## src/rtl/ghash_mul_ds.sv

```systemverilog
// ghash_mul_ds: digit-serial GF(2^128) GHASH multiplier with accumulator, key register and ready/valid input
//   iClk, iRstn               clock (rising edge), asynchronous active-low reset
//   iData, iData_valid        128-bit block X, accepted when iData_valid && oReady
//   iAccum                    sampled with data: operand = iData ^ Y when 1, iData when 0
//   iHashkey, iHashkey_valid  hash key H, loaded only while oReady
//   oReady                    idle, a data beat or a key can be taken
//   oKey_valid                a key has been loaded since reset
//   oResult, oResult_valid    product Z (also accumulator Y), one-cycle pulse on update
module ghash_mul_ds #(
    parameter int DIGIT = 8
) (
    input  logic         iClk,
    input  logic         iRstn,
    input  logic [127:0] iData,
    input  logic         iData_valid,
    input  logic         iAccum,
    input  logic [127:0] iHashkey,
    input  logic         iHashkey_valid,
    output logic         oReady,
    output logic         oKey_valid,
    output logic [127:0] oResult,
    output logic         oResult_valid
);
    localparam int N = 128 / DIGIT;
    localparam int CW = (N > 1) ? $clog2(N) : 1;
    localparam logic [127:0] R = {8'hE1, 120'd0};

    if (DIGIT != 1 && DIGIT != 2 && DIGIT != 4 && DIGIT != 8 && DIGIT != 16 &&
        DIGIT != 32 && DIGIT != 64 && DIGIT != 128) begin : g_bad_digit
        $error("DIGIT must be a power of two from 1 to 128");
    end

    typedef enum logic {IDLE, BUSY} state_t;

    state_t         r_state;
    state_t         w_next;
    logic [127:0]   r_h;
    logic           r_key_valid;
    logic [127:0]   r_x;
    logic [127:0]   r_z;
    logic [127:0]   r_v;
    logic [CW-1:0]  r_cnt;
    logic [127:0]   r_y;
    logic           r_valid;
    logic [127:0]   w_z;
    logic [127:0]   w_v;
    logic           w_accept;
    logic           w_key_load;
    logic           w_done;

    assign w_accept   = iData_valid && oReady;
    assign w_key_load = iHashkey_valid && oReady;
    assign w_done     = (r_state == BUSY) && (r_cnt == CW'(N - 1));

    always_ff @(posedge iClk or negedge iRstn) begin
        if (!iRstn) r_state <= IDLE;
        else        r_state <= w_next;
    end

    always_comb begin
        w_next = (r_state == IDLE) ? (w_accept ? BUSY : IDLE) : (w_done ? IDLE : BUSY);
    end

    always_comb begin
        oReady = (r_state == IDLE);
    end

    // DIGIT bit steps of the shift-and-add multiply, x^0 coefficient (MSB) first
    always_comb begin
        w_z = r_z;
        w_v = r_v;
        for (int i = 0; i < DIGIT; i++) begin
            w_z = r_x[127-i] ? (w_z ^ w_v) : w_z;
            w_v = w_v[0] ? ((w_v >> 1) ^ R) : (w_v >> 1);
        end
    end

    always_ff @(posedge iClk or negedge iRstn) begin
        if (!iRstn) begin
            r_h         <= '0;
            r_key_valid <= 1'b0;
            r_x         <= '0;
            r_z         <= '0;
            r_v         <= '0;
            r_cnt       <= '0;
            r_y         <= '0;
            r_valid     <= 1'b0;
        end else begin
            r_valid <= w_done;
            if (w_key_load) begin
                r_h         <= iHashkey;
                r_key_valid <= 1'b1;
            end
            if (w_accept) begin
                // Y is already final in the result cycle, so accumulation needs no bubble
                r_x   <= iAccum ? (iData ^ r_y) : iData;
                r_z   <= '0;
                r_v   <= w_key_load ? iHashkey : r_h;
                r_cnt <= '0;
            end else if (r_state == BUSY) begin
                r_x   <= r_x << DIGIT;
                r_z   <= w_z;
                r_v   <= w_v;
                r_cnt <= r_cnt + CW'(1);
            end
            if (w_done) r_y <= w_z;
        end
    end

    assign oKey_valid    = r_key_valid;
    assign oResult       = r_y;
    assign oResult_valid = r_valid;
endmodule

```

## config.mk

```make
export PLATFORM = sky130hd
export DESIGN_NAME = ghash_mul_ds
export DESIGN_NICKNAME = d
export VERILOG_FILES = /design/src/rtl/ghash_mul_ds.sv
export SDC_FILE = /design/constraint.sdc
export NUM_CORES = 2
export LEC_CHECK = 0
export ABC_AREA = 1
export BUFFER_PORTS_ARGS = -buffer_cell sky130_fd_sc_hd__buf_2
export CAP_MARGIN = 0
export CORE_MARGIN = 8
export CORE_UTILIZATION = 55
export DETAILED_ROUTE_END_ITERATION = 8
export HOLD_SLACK_MARGIN = 0.02
export PLACE_DENSITY = 0.8
export SLEW_MARGIN = 40
export SYNTH_ARGS = -nofsm -noshare
export SYNTH_HDL_FRONTEND = slang
export SYNTH_SLANG_ARGS = --single-unit
```

## constraint.sdc

```tcl
create_clock -name iClk -period 2.2 [get_ports iClk]
set_clock_uncertainty 0.2 [all_clocks]
set_input_delay 0.33 -clock iClk [delete_from_list [all_inputs] [get_ports iClk]]
set_output_delay 0.33 -clock iClk [all_outputs]
set_load 0.1 [all_outputs]
```

==> results by group <==
Run status
  • Status: finished with violations
  • Failing checks: negative setup slack

Global route
  • Vias in the first global route: 43000
  • Wire length of the first global-routing pass: 237 mm
  • Antenna violations before repair: 10
  • Largest net degree at the start of global routing: 153
  • Global route overflow: 0
  • All-Layer GR Usage: 32.8%

Synthesis
  • Ys async rst share: 100%
  • Share of the synthesized area in the top cell type: 37.4%
  • Synthesized cell area: 0.0433 sq mm
  • Syn. warnings: 0
  • Sequential share of the synthesized area: 37.4%
  • Syn Inst Count: 6146
  • Syn Nets: 6408
  • Top_reg_cell synth: dfrtp_1
  • EDFF count, synth: 0
  • Synth cell count leaders: 3028 x nand2_1, 647 x dfrtp_1, 394 x xor2_1, 365 x xnor2_1, 278 x inv_1
  • Syn_area_per_cell: 7.05 sq um
  • Synth Register Bits: 647
  • Synth area leader: dfrtp_1
  • Top-count cell post-synth: nand2_1
  • Synth area leaders: dfrtp_1 37%, nand2_1 26%, xor2_1 8.0%
  • Cell variety after synth: 32

Floorplan
  • Cell row count: 103
  • # IOs: 392
  • DIE HEIGHT: 297 um
  • Die ar.: 0.0880 sq mm
  • Total core area: 0.0785 sq mm
  • Initial Utilization: 55.2%
  • Die Wd: 297 um

Power
  • Max VDD drop: 1200 uV
  • Psw: 0.0498 W
  • P_int: 0.0439 W
  • Power per cell area: 1750 mW/mm^2
  • Comb pwr share: 59.4%
  • Lkg Pwr: 25.6 nW
  • Clock power frac: 13.7%
  • Part of the power in registers: 26.9%
  • Switching Fraction: 53.2%

Worst setup path
  • R2r setup slk: -0.09 ns
  • Crit path DAT: 2.62 ns
  • Worst setup SP type: register
  • Worst r2r path cells: 13
  • Worst Setup SP: r_x[126]
  • Worst Path Max Fanout: 6
  • Critical Path End Type: register
  • Reg-to-Reg End: r_z[91]
  • Setup crit end: r_z[91]
  • Crit Path Class: register to register
  • Data required, critical path: 2.52 ns
  • RR Startpoint: r_x[126]

Routing
  • Drt first pass iters: 9
  • DRT iter0 DRCs: 5681
  • Vias/cell: 5.79
  • Via Count: 45000
  • Avg WL per Cell: 20.3 um
  • DRC viols: 0
  • Post-route ant nets: 0
  • Wirelength, routed: 158 mm

CTS
  • Clock Sinks: 647
  • CTS tree: built
  • # H-tree levels: 3
  • TritonCTS buffer count: 73
  • Deepest clock path buffer count: 3
  • Root Buffer: clkbuf_16
  • Clock latency on the worst-skew pair: 0.65 ns
  • Clk pin slew, worst setup/hold paths: 0.06 ns

STA
  • Final hold vios: 0
  • Fmax: 0.436 GHz
  • Max Slew Vio Count: 0
  • Actual slew at the worst max-slew pin: 0.769 ns
  • RSZ-0062 raised after global routing: true
  • Final Cycle Share: 104%
  • Relative slew slack: 48.7%
  • Final setup vio count: 24
  • Setup slack after layout: -0.0934 ns
  • Worst hold slack: 0.0674 ns
  • Final min period: 2.29 ns

Cells and area
  • # fillers: 5919
  • Share of layout cells above drive strength 1: 14.1%
  • Fin nets: 6912
  • Fin cells: 7762
  • Layout area overhead: 23.6%

Placed design
  • PortBufs: 391
  • Dpl hpwl: 96.0 mm
  • Number of cells after detailed placement: 7310
  • Routability cong.: 0.910

Worst hold path
  • Worst min path class: input pin to register
  • Worst hold path depth: 5

Flow run
  • Max cap viols: 0
[what timing repair did]
action,CTS,global route
buffers inserted,2,20
resized for setup,4,233
pin swaps,0,172
endpoints found under the hold margin,939,0
gates cloned,1,23
endpoints found under the setup margin,1,179
hold buffers,269,0
[area by class of cell]
class | count | area, sq um | share of cell area [%]
inverters | 284 | 1080 | 2.03
flip-flops and latches | 647 | 16200 | 30.3
repair buffers | 860 | 7530 | 14.1
well taps | 1050 | 1310 | 2.45
diodes | 6 | 15.0 | 0.0280
multi-input cells | 4784 | 24900 | 46.5
clock buffers | 92 | 2090 | 3.91
clock inverters | 39 | 382 | 0.713
[kinds of logic after synthesis]
kind of cell | Yosys count | share of synthesized area [%]
simple gates | 3513 | 32.7
xor+xnor | 760 | 15.4
buf+inv | 715 | 6.98
flops | 647 | 37.4
compound gates | 510 | 7.56
fa+ha+maj | 1 | 0.0289
[critical path, cell delays in order (launching register included)]
cell       delay, ns
dfrtp_4         0.54
buf_6           0.16
buf_12          0.13
clkbuf_16       0.18
nand2_4         0.06
xor2_1          0.18
xor2_1          0.25
inv_1           0.08
nand2_2         0.08
nand2_1         0.07
nand2_1         0.07
nand2_2         0.06
nand2_1         0.06
nand2_1         0.06
[stage by stage]
| step | utilization (%) | worst slack (ns) | setup TNS, ns | area (sq um) | power (W) |
|---|---|---|---|---|---|
| 2_1_floorplan | - | 0.308 | 0 | 43300 | 0.0622 |
| 3_3_place_gp | 59.6 | 0.0785 | 0 | 46800 | 0.0734 |
| 3_5_place_dp | 59.6 | 0.0384 | 0 | 46800 | 0.0752 |
| 4_1_cts | 66.2 | 0.0142 | 0 | 52000 | 0.0889 |
| 5_1_grt | 68.2 | -0.181 | -9.59 | 53500 | 0.0998 |
| 6_report | 68.2 | -0.0934 | -0.748 | 53500 | 0.0937 |
[metal layers]
layer  routed length (um)  track usage, %  up-vias
li1                     -               -    20100
met1                59500            42.9    20900
met2                70100            51.2     3183
met3                19100            7.60      724
met4                 8840            15.9        8
met5                   55               0        -
[power groups by stage]
stage / Combinational (W) / Clock (W) / Sequential (W)
floorplan: 0.0356 / 0 / 0.0266
global placement: 0.0488 / 0 / 0.0246
detailed placement: 0.0506 / 0 / 0.0246
CTS: 0.0515 / 0.0129 / 0.0245
global route: 0.0608 / 0.0134 / 0.0256
finish: 0.0556 / 0.0129 / 0.0252
[sequential cells by signal, indices dropped and copies added, names as in the netlist]
signal         flops
oResult          128
r_h              128
r_v              128
r_x              128
r_z              128
r_cnt              4
oKey_valid         1
oResult_valid      1
r_state            1
[cell usage in the layout (no fill, tap or decap), drive strengths merged, types with 10 or more instances in the layout]
cell type / count
nand2: 3029
dfrtp: 647
buf: 577
xor2: 394
xnor2: 366
inv: 287
dlygate4sd3: 268
nand3: 220
a22oi: 169
o21ai: 142
a21oi: 117
nand3b: 114
clkbuf: 106
nand2b: 102
o221ai: 75
nor2: 38
clkinv: 21
clkinvlp: 10
[how the worst min path moves through the flow]
stage / start / endpoint
2_1_floorplan: iRstn / oKey_valid
3_3_place_gp: iRstn / r_z[4]
3_5_place_dp: iRstn / r_z[4]
4_1_cts: iData_valid / r_z[122]
5_1_grt: iData_valid / r_z[122]
6_report: iData_valid / r_z[122]
(Power assumes the default switching activity.)
